--- src/rtl/gb_timer_pkg.sv ---
`default_nettype none
// ============================================================================
// Module      : gb_timer_pkg
// Description : Shared constants for the gb_timer_ng timer/divider block:
//               CPU register offsets within FF04-FF07, FSM state encoding
//               and the default counter taps.
// Revision    : 1.0 - initial release
// ============================================================================
package gb_timer_pkg;

  // Register offsets on cpu_addr
  localparam logic [1:0] A_DIV  = 2'd0;
  localparam logic [1:0] A_TIMA = 2'd1;
  localparam logic [1:0] A_TMA  = 2'd2;
  localparam logic [1:0] A_TAC  = 2'd3;

  // Overflow sequencer states
  typedef logic [1:0] state_t;
  localparam state_t RUN = 2'd0;  // normal counting
  localparam state_t OVF = 2'd1;  // TIMA reads 00, reload pending
  localparam state_t RLD = 2'd2;  // post-reload window

  // Default taps (bit of the system counter) for a 4 MHz ce
  localparam int DEF_TAP0    = 9;   // 4096 Hz
  localparam int DEF_TAP1    = 3;   // 262144 Hz
  localparam int DEF_TAP2    = 5;   // 65536 Hz
  localparam int DEF_TAP3    = 7;   // 16384 Hz
  localparam int DEF_APU_TAP = 12;  // 512 Hz frame sequencer

endpackage
`default_nettype wire

--- src/rtl/gb_timer_ng_fall_edge.sv ---
`default_nettype none
// ============================================================================
// Module      : gb_fall_edge
// Description : Registered falling-edge detector with a clock enable. The
//               level register tracks d on every ce cycle; fall is high in a
//               ce cycle where the stored level is 1 and the incoming d is 0.
// Ports       : clk, reset (sync, active-high), ce (clock enable),
//               d (next level), fall (combinational falling-edge strobe)
// Revision    : 1.0 - initial release
// ============================================================================
module gb_fall_edge (
  input  logic clk,
  input  logic reset,
  input  logic ce,
  input  logic d,
  output logic fall
);

  logic level_q;
  logic level_d;

  always_comb begin
    level_d = ce ? d : level_q;
    fall    = ce & level_q & ~d;
  end

  always_ff @(posedge clk) begin
    if (reset) begin
      level_q <= 1'b0;
    end else begin
      level_q <= level_d;
    end
  end

endmodule
`default_nettype wire

--- src/rtl/gb_timer_ng.sv ---
`default_nettype none
// ============================================================================
// Module      : gb_timer_ng
// Description : Cycle-accurate DMG/CGB style timer/divider. DIV and the TIMA
//               increment come from one free-running system counter; TIMA
//               ticks on a falling edge of the TAC-selected tap, so DIV
//               resets and TAC changes can produce glitch increments. Models
//               the delayed overflow -> reload -> irq sequence and provides
//               the APU frame-sequencer tick.
// Ports       : clk, reset (sync, active-high), ce (4 MHz enable),
//               irq (timer interrupt pulse), apu_tick (frame-seq pulse),
//               cpu_sel/cpu_addr/cpu_wr/cpu_di (register write bus),
//               cpu_do (combinational read data)
// Revision    : 1.0 - initial release
// ============================================================================
module gb_timer_ng
  import gb_timer_pkg::*;
#(
  parameter int CNT_W   = 16,
  parameter int TAP0    = DEF_TAP0,
  parameter int TAP1    = DEF_TAP1,
  parameter int TAP2    = DEF_TAP2,
  parameter int TAP3    = DEF_TAP3,
  parameter int APU_TAP = DEF_APU_TAP,
  parameter int OVF_DLY = 4,
  parameter int RLD_DLY = 4
) (
  input  logic       clk,
  input  logic       reset,
  input  logic       ce,
  output logic       irq,
  output logic       apu_tick,
  input  logic       cpu_sel,
  input  logic [1:0] cpu_addr,
  input  logic       cpu_wr,
  input  logic [7:0] cpu_di,
  output logic [7:0] cpu_do
);

  localparam int DLY_MAX = (OVF_DLY > RLD_DLY) ? OVF_DLY : RLD_DLY;
  localparam int DLY_W   = (DLY_MAX > 1) ? $clog2(DLY_MAX) : 1;

  logic [CNT_W-1:0] cnt_q, cnt_d, cnt_nx;
  logic [7:0]       tima_q, tima_d;
  logic [7:0]       tma_q, tma_d;
  logic [2:0]       tac_q, tac_d, tac_nx;
  state_t           state_q, state_d;
  logic [DLY_W-1:0] dly_q, dly_d;
  logic             irq_q, irq_d;
  logic             apu_tick_q, apu_tick_d;

  logic wr_div, wr_tima, wr_tma, wr_tac;
  logic tap_bit, mux_nx, tick, apu_fall;

  // Write strobes only count in ce cycles
  always_comb begin
    wr_div  = ce & cpu_sel & cpu_wr & (cpu_addr == A_DIV);
    wr_tima = ce & cpu_sel & cpu_wr & (cpu_addr == A_TIMA);
    wr_tma  = ce & cpu_sel & cpu_wr & (cpu_addr == A_TMA);
    wr_tac  = ce & cpu_sel & cpu_wr & (cpu_addr == A_TAC);
  end

  // Next counter / TAC values; the tap mux looks at these so that a DIV
  // reset or TAC change in this cycle can create a falling edge.
  always_comb begin
    cnt_nx = wr_div ? '0 : cnt_q + CNT_W'(1);
    tac_nx = wr_tac ? cpu_di[2:0] : tac_q;
    case (tac_nx[1:0])
      2'b00:   tap_bit = cnt_nx[TAP0];
      2'b01:   tap_bit = cnt_nx[TAP1];
      2'b10:   tap_bit = cnt_nx[TAP2];
      default: tap_bit = cnt_nx[TAP3];
    endcase
    mux_nx = tac_nx[2] & tap_bit;
  end

  gb_fall_edge u_tima_edge (
    .clk   (clk),
    .reset (reset),
    .ce    (ce),
    .d     (mux_nx),
    .fall  (tick)
  );

  gb_fall_edge u_apu_edge (
    .clk   (clk),
    .reset (reset),
    .ce    (ce),
    .d     (cnt_nx[APU_TAP]),
    .fall  (apu_fall)
  );

  always_comb begin
    cnt_d      = ce ? cnt_nx : cnt_q;
    tac_d      = tac_nx;
    tima_d     = tima_q;
    tma_d      = tma_q;
    state_d    = state_q;
    dly_d      = dly_q;
    irq_d      = 1'b0;
    apu_tick_d = apu_fall;

    if (ce) begin
      if (wr_tma) tma_d = cpu_di;

      case (state_q)
        RUN: begin
          if (wr_tima) begin
            tima_d = cpu_di;
          end else if (tick) begin
            if (tima_q == 8'hFF) begin
              tima_d  = 8'h00;
              state_d = OVF;
              dly_d   = DLY_W'(OVF_DLY - 1);
            end else begin
              tima_d = tima_q + 8'd1;
            end
          end
        end
        OVF: begin
          if (wr_tima) begin
            // CPU write aborts the pending reload and interrupt
            tima_d  = cpu_di;
            state_d = RUN;
          end else if (dly_q == '0) begin
            // tma_d so that a TMA write in this same cycle is what reloads
            tima_d  = tma_d;
            irq_d   = 1'b1;
            state_d = RLD;
            dly_d   = DLY_W'(RLD_DLY - 1);
          end else begin
            dly_d = dly_q - DLY_W'(1);
            if (tick) tima_d = tima_q + 8'd1;
          end
        end
        RLD: begin
          // TIMA writes and ticks are dropped; TMA writes pass through
          if (wr_tma) tima_d = cpu_di;
          if (dly_q == '0) begin
            state_d = RUN;
          end else begin
            dly_d = dly_q - DLY_W'(1);
          end
        end
        default: begin
          state_d = RUN;
        end
      endcase
    end
  end

  always_ff @(posedge clk) begin
    if (reset) begin
      cnt_q      <= '0;
      tima_q     <= 8'h00;
      tma_q      <= 8'h00;
      tac_q      <= 3'b000;
      state_q    <= RUN;
      dly_q      <= '0;
      irq_q      <= 1'b0;
      apu_tick_q <= 1'b0;
    end else begin
      cnt_q      <= cnt_d;
      tima_q     <= tima_d;
      tma_q      <= tma_d;
      tac_q      <= tac_d;
      state_q    <= state_d;
      dly_q      <= dly_d;
      irq_q      <= irq_d;
      apu_tick_q <= apu_tick_d;
    end
  end

  always_comb begin
    case (cpu_addr)
      A_DIV:   cpu_do = cnt_q[CNT_W-1 -: 8];
      A_TIMA:  cpu_do = tima_q;
      A_TMA:   cpu_do = tma_q;
      default: cpu_do = {5'b11111, tac_q};
    endcase
  end

  assign irq      = irq_q;
  assign apu_tick = apu_tick_q;

endmodule
`default_nettype wire

--- config.mk ---
export PLATFORM = sky130hd
export DESIGN_NAME = gb_timer_ng
export DESIGN_NICKNAME = d
export VERILOG_FILES = /design/src/rtl/gb_timer_pkg.sv /design/src/rtl/gb_timer_ng_fall_edge.sv /design/src/rtl/gb_timer_ng.sv
export SDC_FILE = /design/constraint.sdc
export NUM_CORES = 1
export LEC_CHECK = 0
export ABC_CLOCK_PERIOD_IN_PS = 5900
export BUFFER_PORTS_ARGS = -buffer_cell sky130_fd_sc_hd__buf_4
export CORE_MARGIN = 5
export CORE_UTILIZATION = 55
export DETAILED_ROUTE_END_ITERATION = 10
export PLACE_DENSITY = 0.87
export SETUP_SLACK_MARGIN = 0.4
export SYNTH_ARGS = -nofsm -noshare
export SYNTH_HDL_FRONTEND = slang
export SYNTH_SLANG_ARGS = --single-unit
--- constraint.sdc ---
create_clock -name clk -period 5.9 [get_ports clk]
set_input_delay 1.18 -clock clk [delete_from_list [all_inputs] [get_ports clk]]
set_output_delay 1.18 -clock clk [all_outputs]
set_load 0.02 [all_outputs]
==> impl_results.md <==
- Final setup fails: 0
- Leak: between 0.001 and 0.0015 uW
- Synth area leaders: dfxtp_1 (30%), mux2i_1 (5.1%), nand2_1 (4.9%), nor2_1 (4.7%), xor2_1 (4.1%)
- Outcome: finished clean
- Yosys reg bits: 42
- Drt drc: 0
- Combined area of all synthesized cells: roughly 2800 sq um
- Highest Clock Rate: approximately 0.3 GHz
- Routed Antenna Nets: 0
- Tcrit/Tclk final: between 50% and 60%
- Crit Path Class: in -> out
- First-pass GRT wire length: 12,000 um
- Die H: 81 um
- PwrDens: about 180 nW/um^2
- Max_slew headroom: between 30% and 40%
- CTS Buf Count: 5
- Top Layer Used: met4
- Via density: between 6 and 7
- HP Class: reg -> reg
- Clock Pin Slew Worst Setup and Hold Paths: roughly 0.080 ns
- Wl on met1: 3050 um
- DRT Wirelength: 7330 um
- Ys flop type: dfxtp_1
- Most used cell, CP: buf_4
- Synth warn: 0
- Cell family with most CP delay: multiplexers
- CTS Hold Buffers Added: 0
- FP Rows: 25
- Vias after detailed routing: 2,637
- Area Overhead vs Synth: 10.6%
- Cell variety after synth: 61
- Routed len/inst: between 15 and 20 um
- Root Driver: clkbuf_8
- Final count of hold timing violations: 0
- Core Area: 4820 sq um
- Worst Max-Slew Pin Slew: a little under 1 ns
- Share of the synthesized area in the top cell type: between 30 and 40%
- Clk sinks: 42
- Fin. max-slew vios: 0
- Post-synth EDFFs: 0
- Die X-Extent: 81 um
- GPL Wtd Cong: 0.888
- Total GRT Usage: roughly a quarter
- Number of max-cap violations: 0
- N_diodes: 0
- Met3 wire len: a little over 600 um
- Hpwl dp: between 5000 and 6000 um
- Slowest CP cell: mux4_2
- Vias in the first global route: 2,457
- Req. time, crit path: approximately 4.7 ns
- Critical Path Max Stage Delay: about 0.54 ns
- Non-Filler Instances: 419
- Count leader, synth: dfxtp_1
- Syn nets: between 300 and 400
- IO Pins: 25
- Crit path cell chain: buf_4 > mux4_2 > buf_4
- Critical-path maximum fanout: 11
- Largest net degree at the start of global routing: 40
- Initial antenna violation count: 0
- Metal2 WL: around 3400 um
- Share of cells above drive strength 1: 15.6%
- FFs w/ async S/R, synth: 0%
- Initial DRC count: 280
- Die area: ~6600 sq um
- Syn Inst Count: 337
- Placed insts: between 400 and 500
- Finished Core Util: around 64%
- Sequential cell area fraction in the yosys report: between 30% and 40%
- CTS Buffer Depth: 2
- Port bufs: 24
- Pre-Repair DR Iteration Count: 5
- TritonCTS clock tree: yes
- Syn avg cell area: 8.23 sq um
- Post-CTS setup buffers: 0
- Peak VDD IR: 158 uV
- Final TNS setup: 0 ns
- Crit path launch type: input port
- Setup crit end kind: primary output
- Nets@finish: approximately 370
- Synth area leader: dfxtp_1
- Worst Skew: between 0.005 and 0.006 ns
- Initial Util: 57.6%
- H-tree depth: 2
- Critical path arrival: about 2.1 ns
- Synth cell count leaders: dfxtp_1 (42), nand2_1 (36), nor2_1 (35), a21oi_1 (20), o21ai_0 (17)
- Worst path bufs/invs: 2
- Post-CTS sizing: 0
- Unrepaired setup endpoints after global routing: false
- Worst-skew pair later-pin latency: 0.30 ns
- Fill cells: around 430
- Grt total ovfl: 0
- Final min period: 3.26 ns
## final timing paths
path / startpoint / endpoint / slack [ns] / cells after the start
max: cpu_addr[0] / cpu_do[1] / 2.64 / 3
min: tma_q[3]$_SDFFE_PP0P_ / tma_q[3]$_SDFFE_PP0P_ / 0.49 / 2
max reg2reg: tima_q[0]$_SDFFE_PP0P_ / dly_q[1]$_SDFFE_PP0P_ / 2.99 / 8
min reg2reg: tma_q[3]$_SDFFE_PP0P_ / tma_q[3]$_SDFFE_PP0P_ / 0.49 / 2
## worst register-to-register path: stages (launching register included)
cell and delay [ns]:
dfxtp_1 0.52, ha_1 0.25, nand3_1 0.17, nor3_1 0.83, and3_1 0.28, and3_1 0.18
o21ai_0 0.14, and3_1 0.22, a311oi_1 0.22
## cell usage in the layout (no fill, tap or decap), drive strengths merged, types with 3 or more instances in the layout
master and instances:
and3 6, nand3 13, o22ai 7, mux2 7
ha 7, o22a 5, dfxtp 42, a31oi 4
buf 25, mux4 3, or3 6, a211oi 4
a21oi 20, o21ai 18, nor2 37, nor3 8
nand2 36, xnor2 4, nand4 4, inv 10
a221oi 6, mux2i 14, nand2b 11, xor2 13
or2 4, clkbuf 6
## sequential cells by signal, indices dropped and copies added (netlist names)
register / cells
cnt_q: 16
tima_q: 8
tma_q: 8
tac_q: 3
dly_q: 2
state_q: 2
apu_tick: 1
irq: 1
u_tima_edge.level_q: 1
## layout make-up
class                           count  area, sq um  area share, %
Multi-Input combinational cell    267         1820           59.4
Clock buffer                        6         82.6           2.69
Sequential cell                    42          841           27.4
Tap cell                           67         83.8           2.73
Inverter                           10         37.5           1.22
Timing Repair Buffer               25          188           6.12
Clock inverter                      2         12.5          0.408
## cells by family (layout without fill, tap and decap cells)
| kind of cell | count (synthesis) | in the layout | share of synthesized area, % |
|---|---|---|---|
| simple gates | 136 | 136 | 25.8 |
| compound gates | 83 | 83 | 20.9 |
| flops | 42 | 42 | 30.3 |
| buf+inv | 28 | 43 | 3.97 |
| mux | 24 | 24 | 10.5 |
| xor+xnor | 17 | 17 | 5.37 |
| fa+ha+maj | 7 | 7 | 3.16 |
## where the power goes
group,switching (uW),internal [uW],total (uW)
clock network,103,94.1,198
logic,31.5,21.2,52.7
registers,2.93,285,288
## through the flow
step	hold WS, ns	setup WS [ns]	instance area (sq um)	total power [uW]
6_report	0.489	2.64	3070	539
5_1_grt	0.511	2.53	3070	559
4_1_cts	0.486	2.65	3070	540
3_5_place_dp	0.475	2.39	2970	347
3_3_place_gp	0.458	2.53	2970	346
2_1_floorplan	0.446	2.74	2770	326
## layer usage
| metal | vias to the layer above | track usage (%) |
|---|---|---|
| met5 | - | 0 |
| met4 | 0 | 10.5 |
| met3 | 34 | 3.77 |
| met2 | 150 | 37.7 |
| met1 | 1205 | 31.2 |
| li1 | 1248 | - |
No activity file was read; power rests on OpenSTA's default activity.
